[src/rtl/reg_bus_arbiter.sv]
// Two-requester arbiter for the asynchronous control-register bus with setup/strobe/hold access timing.
// Define REG_ARB_ROUND_ROBIN_EN for round-robin arbitration; otherwise req0 has fixed priority.
module reg_bus_arbiter #(
  parameter int ADDR_WIDTH    = 8,
  parameter int DATA_WIDTH    = 16,
  parameter int STROBE_CYCLES = 2
) (
  input  logic                  clk,
  input  logic                  reset,
  input  logic                  req0,
  input  logic                  req1,
  input  logic                  we0,
  input  logic                  we1,
  input  logic [1:0]            be0,
  input  logic [1:0]            be1,
  input  logic [ADDR_WIDTH-1:0] addr0,
  input  logic [ADDR_WIDTH-1:0] addr1,
  input  logic [DATA_WIDTH-1:0] wdata0,
  input  logic [DATA_WIDTH-1:0] wdata1,
  output logic                  ack0,
  output logic                  ack1,
  output logic [DATA_WIDTH-1:0] rdata,
  output logic                  bus_en,
  output logic                  bus_rd,
  output logic                  bus_wr,
  output logic [1:0]            bus_be,
  output logic [ADDR_WIDTH-1:0] bus_addr,
  output logic [DATA_WIDTH-1:0] bus_wdata,
  output logic                  bus_oe,
  input  logic [DATA_WIDTH-1:0] bus_rdata
);

  localparam logic [3:0] STROBE_LOAD = 4'(STROBE_CYCLES - 1);

  typedef enum logic [1:0] {IDLE, SETUP, STROBE, HOLD} state_t;

  state_t     state;
  state_t     next_state;
  logic [3:0] cnt;
  logic [3:0] cnt_next;
  logic       owner;
  logic       cur_we;
  logic       grant;
  logic       grant_sel;
  logic       sel_we;
`ifdef REG_ARB_ROUND_ROBIN_EN
  logic       last_grant;
`endif

  // sel_we is the direction of the access that next_state belongs to, so outputs can be registered
  always_comb begin
    next_state = state;
    cnt_next   = cnt;
    grant      = req0 | req1;
`ifdef REG_ARB_ROUND_ROBIN_EN
    grant_sel  = (req0 && req1) ? ~last_grant : req1;
`else
    grant_sel  = ~req0;
`endif
    sel_we     = cur_we;
    case (state)
      IDLE: begin
        if (grant) begin
          next_state = SETUP;
          sel_we     = grant_sel ? we1 : we0;
        end
      end
      SETUP: begin
        next_state = STROBE;
        cnt_next   = STROBE_LOAD;
      end
      STROBE: begin
        if (cnt == 4'd0) next_state = HOLD;
        else             cnt_next   = cnt - 4'd1;
      end
      HOLD:    next_state = IDLE;
      default: next_state = IDLE;
    endcase
  end

  always_ff @(posedge clk or posedge reset) begin
    if (reset) begin
      state <= IDLE;
      cnt   <= 4'd0;
    end else begin
      state <= next_state;
      cnt   <= cnt_next;
    end
  end

  // Command latch at grant time plus registered bus outputs derived from next_state
  always_ff @(posedge clk or posedge reset) begin
    if (reset) begin
      owner     <= 1'b0;
      cur_we    <= 1'b0;
      bus_be    <= '0;
      bus_addr  <= '0;
      bus_wdata <= '0;
      bus_en    <= 1'b0;
      bus_oe    <= 1'b0;
      bus_rd    <= 1'b0;
      bus_wr    <= 1'b0;
      ack0      <= 1'b0;
      ack1      <= 1'b0;
      rdata     <= '0;
`ifdef REG_ARB_ROUND_ROBIN_EN
      last_grant <= 1'b1;
`endif
    end else begin
      if (state == IDLE && grant) begin
        owner     <= grant_sel;
        cur_we    <= sel_we;
        bus_be    <= grant_sel ? be1 : be0;
        bus_addr  <= grant_sel ? addr1 : addr0;
        bus_wdata <= grant_sel ? wdata1 : wdata0;
`ifdef REG_ARB_ROUND_ROBIN_EN
        last_grant <= grant_sel;
`endif
      end
      bus_en <= (next_state != IDLE);
      bus_oe <= (next_state != IDLE) && sel_we;
      bus_rd <= (next_state == STROBE) && !sel_we;
      bus_wr <= (next_state == STROBE) && sel_we;
      ack0   <= (next_state == HOLD) && !owner;
      ack1   <= (next_state == HOLD) && owner;
      if (state == STROBE && cnt == 4'd0 && !cur_we) rdata <= bus_rdata;
    end
  end

endmodule
[config.mk]
export PLATFORM = sky130hd
export DESIGN_NAME = reg_bus_arbiter
export DESIGN_NICKNAME = d
export VERILOG_FILES = /design/src/rtl/reg_bus_arbiter.sv
export SDC_FILE = /design/constraint.sdc
export NUM_CORES = 1
export LEC_CHECK = 0
export ABC_AREA = 1
export ABC_CLOCK_PERIOD_IN_PS = 3500
export BUFFER_PORTS_ARGS = -buffer_cell sky130_fd_sc_hd__clkbuf_2
export CORE_MARGIN = 8
export CORE_UTILIZATION = 40
export CTS_CLUSTER_DIAMETER = 30
export DETAILED_ROUTE_END_ITERATION = 16
export GPL_TIMING_DRIVEN = 0
export PLACE_DENSITY = 0.71
export SLEW_MARGIN = 30
export SYNTH_ARGS = -nofsm -noshare
export SYNTH_HDL_FRONTEND = slang
export SYNTH_SLANG_ARGS = --single-unit
[constraint.sdc]
create_clock -name clk -period 3.5 [get_ports clk]
set_input_delay 0.7 -clock clk [delete_from_list [all_inputs] [get_ports clk]]
set_output_delay 0.7 -clock clk [all_outputs]
set_load 0.01 [all_outputs]
==> reports/metrics.csv <==
metric;value;unit
status;finished clean;
wire per inst;13.1;µm
slew at the pin closest to its max-slew limit;0.440;ns
CTS tree;built;
first-pass GRT wire length;12000;µm
Seq/Total Area, Yosys;53.8;%
Async SR Flop Fraction;100;%
Combinational Power Share;43.2;%
crit path to;bus_addr[4];
nature of the critical path endpoint;primary output;
DRT antenna net count;0;
Post-synth top cells;nand2_1, dfrtp_1, inv_1;
Final min period;1.55;ns
Hold Fails Final Rpt;0;
RR Startpoint;state[0];
largest net degree at the start of global routing;36;
Mean Syn Cell Area;8.42;µm²
vias in the first global route;2554;
fin nets;518;
CTS max path bufs;2;
final HPWL from detailed placement;5470;µm
CTS buffer count;5;
top-count cell post-synth;nand2_1;
Worst slew margin;70.5;%
Die Ht;96.7;µm
Syn Inst Count;309;
Root Buffer;clkbuf_8;
HP Class;in -> async;
RePlAce Congestion;0.777;
Max Freq;0.646;GHz
core area;6310;µm²
complex-gate fraction of the synthesized area;16.7;%
die area;9340;µm²
WL final;6770;µm
leakage power;2.02;nW
# H-tree levels;2;
internal power;0.00171;W
combinational family with the most area after synthesis;compound AO/OA/AOI/OAI gates;
share of power burned in registers;40.5;%
switching power;0.00109;W
DR iter-0 viols;66;
fin crit share;44.2;%
Pre-antenna DRT Iters;4;
Max VDD drop;0.323;mV
die width;96.7;µm
total number of vias;2345;
post-route cell area;3450;µm²
Post-CTS Setup Inserts;0;
area grow syn2layout;32.7;%
distinct cell type count after synthesis;18;
Reg2Reg Capture Point;rdata[8];
Post-DP Area;3330;µm²
Buffers on Ports;121;
CTS sink cnt;56;
Final Non-Filler Cells;516;
Post-Syn Area;2600;µm²
CP delay by family, top;flip-flops;
max cap viols;0;
Post-CTS Resized;0;
Setup Viol. Count Final;0;
crit path kind;reg -> out;
CP required;2.80;ns
Post-Place Cells;508;
Critical Path Source;bus_addr[4];
Crit path arrival time;0.85;ns
GRT Total Usage;15.0;%
CP max stage cell;dfrtp_1;
starting density of the core;41.2;%
CP Depth;1;
row count;29;
crit path cell chain;clkbuf_2;
routed vias/inst;4.54;
cell taking the most area after synthesis;dfrtp_1;
Ant. Diodes;0;
Slew Viols, Final;0;
Synth Area in Adders;2.88;%
initial antenna violation count;0;
synth warn;0;
Synth top area share;53.8;%
DR DRC count;0;
Pwr per Cell Area;812;nW/µm²
Clk pwr share;16.3;%
CP Launch Type;flop;
#FFs+latches synth;56;
Ports;122;
Synth Area in Simple Gates;15.0;%
Area contributors post-synth;dfrtp_1, nand2_1, o21ai_0, inv_1, o21ai_1;
slowest cell delay on critical path;0.41;ns
Skew-Pair Late Insertion Delay;0.30;ns
R2R cell count;6;
Synth Net Count;389;
CP bufs+invs;1;
Sw Share;39.1;%
gr ovfl total;0;
RSZ-0062 raised after global routing;false;
share of post-route cells with drive strength above 1;35.5;%
R2R setup slack;1.96;ns
mux cell area share after synthesis;0;%
xor and xnor area share after synthesis;0;%
top_reg_cell synth;dfrtp_1;
Worst-path clk slew;0.10;ns
Layout Skew;0.00475;ns
CTS Hold Buffers Added;0;
Sum Neg Setup Slack;0;ns
Max FO, Critical Path;2;
number of flops mapped to enable cells by yosys;0;
-- cell usage in the layout (no fill, tap or decap) --
cell,count
buf_12,1
nand4_2,1
buf_4,6
bufinv_16,1
o21ai_1,16
clkbuf_2,122
nand2_1,82
dfrtp_1,56
buf_2,4
clkbuf_1,2
o21ai_0,52
inv_1,53
a21oi_1,3
o21ai_2,9
buf_6,2
clkbuf_8,7
or2_2,1
nor2_2,1
inv_4,1
ha_1,6
nand3_1,6
nor2_1,7
-- how the worst min path moves through the flow --
stage | startpoint | endpoint | slack [ns] | cells past startpoint
floorplan | owner | ack0 | 0.42 | 1
global placement | owner | ack0 | 0.44 | 1
detailed placement | owner | ack0 | 0.45 | 1
CTS | reset | rdata[13] | 0.33 | 2
global route | reset | cnt[0] | 0.34 | 2
finish | reset | rdata[8] | 0.33 | 2
-- routing by layer --
layer | vias up | GRT usage (%) | share of wire [%]
met5 | - | 0 | 0
met4 | 0 | 4.38 | 0.78
met3 | 5 | 6.61 | 10
met2 | 96 | 23.8 | 45
met1 | 1033 | 17.7 | 44
li1 | 1211 | - | -
-- registers in the layout, indices dropped and copies added (netlist names) --
signal,count
bus_wdata,16
rdata,16
bus_addr,8
cnt,4
bus_be,2
state,2
ack0,1
ack1,1
bus_en,1
bus_oe,1
bus_rd,1
bus_wr,1
cur_we,1
owner,1
-- power by group through the flow --
| stage | combinational (W) | clock (W) | sequential [W] |
|---|---|---|---|
| after CTS | 0.00124 | 0.000473 | 0.00114 |
| after global placement | 0.00120 | 0 | 0.00114 |
| after global routing | 0.00139 | 0.000499 | 0.00118 |
| final | 0.00121 | 0.000458 | 0.00114 |
| after floorplan | 0.000612 | 0 | 0.00126 |
| after detailed placement | 0.00124 | 0 | 0.00115 |
-- area by class of cell --
cell class	count	area [µm²]
plain buffers	15	100
clock buffers	7	96.3
clock inverters	1	30.0
fillers	601	2860
inverters	54	205
multi-input cells	184	898
flip-flops and latches	56	1400
well taps	77	96.3
repair buffers	122	626
-- per-stage QoR --
step	total power (W)	util [%]	hold slack (ns)	setup WS, ns
final	0.00280	54.7	0.328	1.95
after global routing	0.00307	54.7	0.340	1.82
after CTS	0.00285	54.7	0.328	1.93
after detailed placement	0.00239	52.7	0.448	1.84
after global placement	0.00234	52.3	0.445	0.737
after floorplan	0.00187	-	0.424	1.43
-- cell families (layout without fill, tap and decap cells) --
| logic type | Yosys count | count (layout) |
|---|---|---|
| flip-flops | 56 | 56 |
| buffers and inverters | 69 | 199 |
| adder cells (fa/ha/maj) | 6 | 6 |
| AND/OR/NAND/NOR | 98 | 98 |
| AO/OA/AOI/OAI | 80 | 80 |
Power figures use the tool's default switching activity.
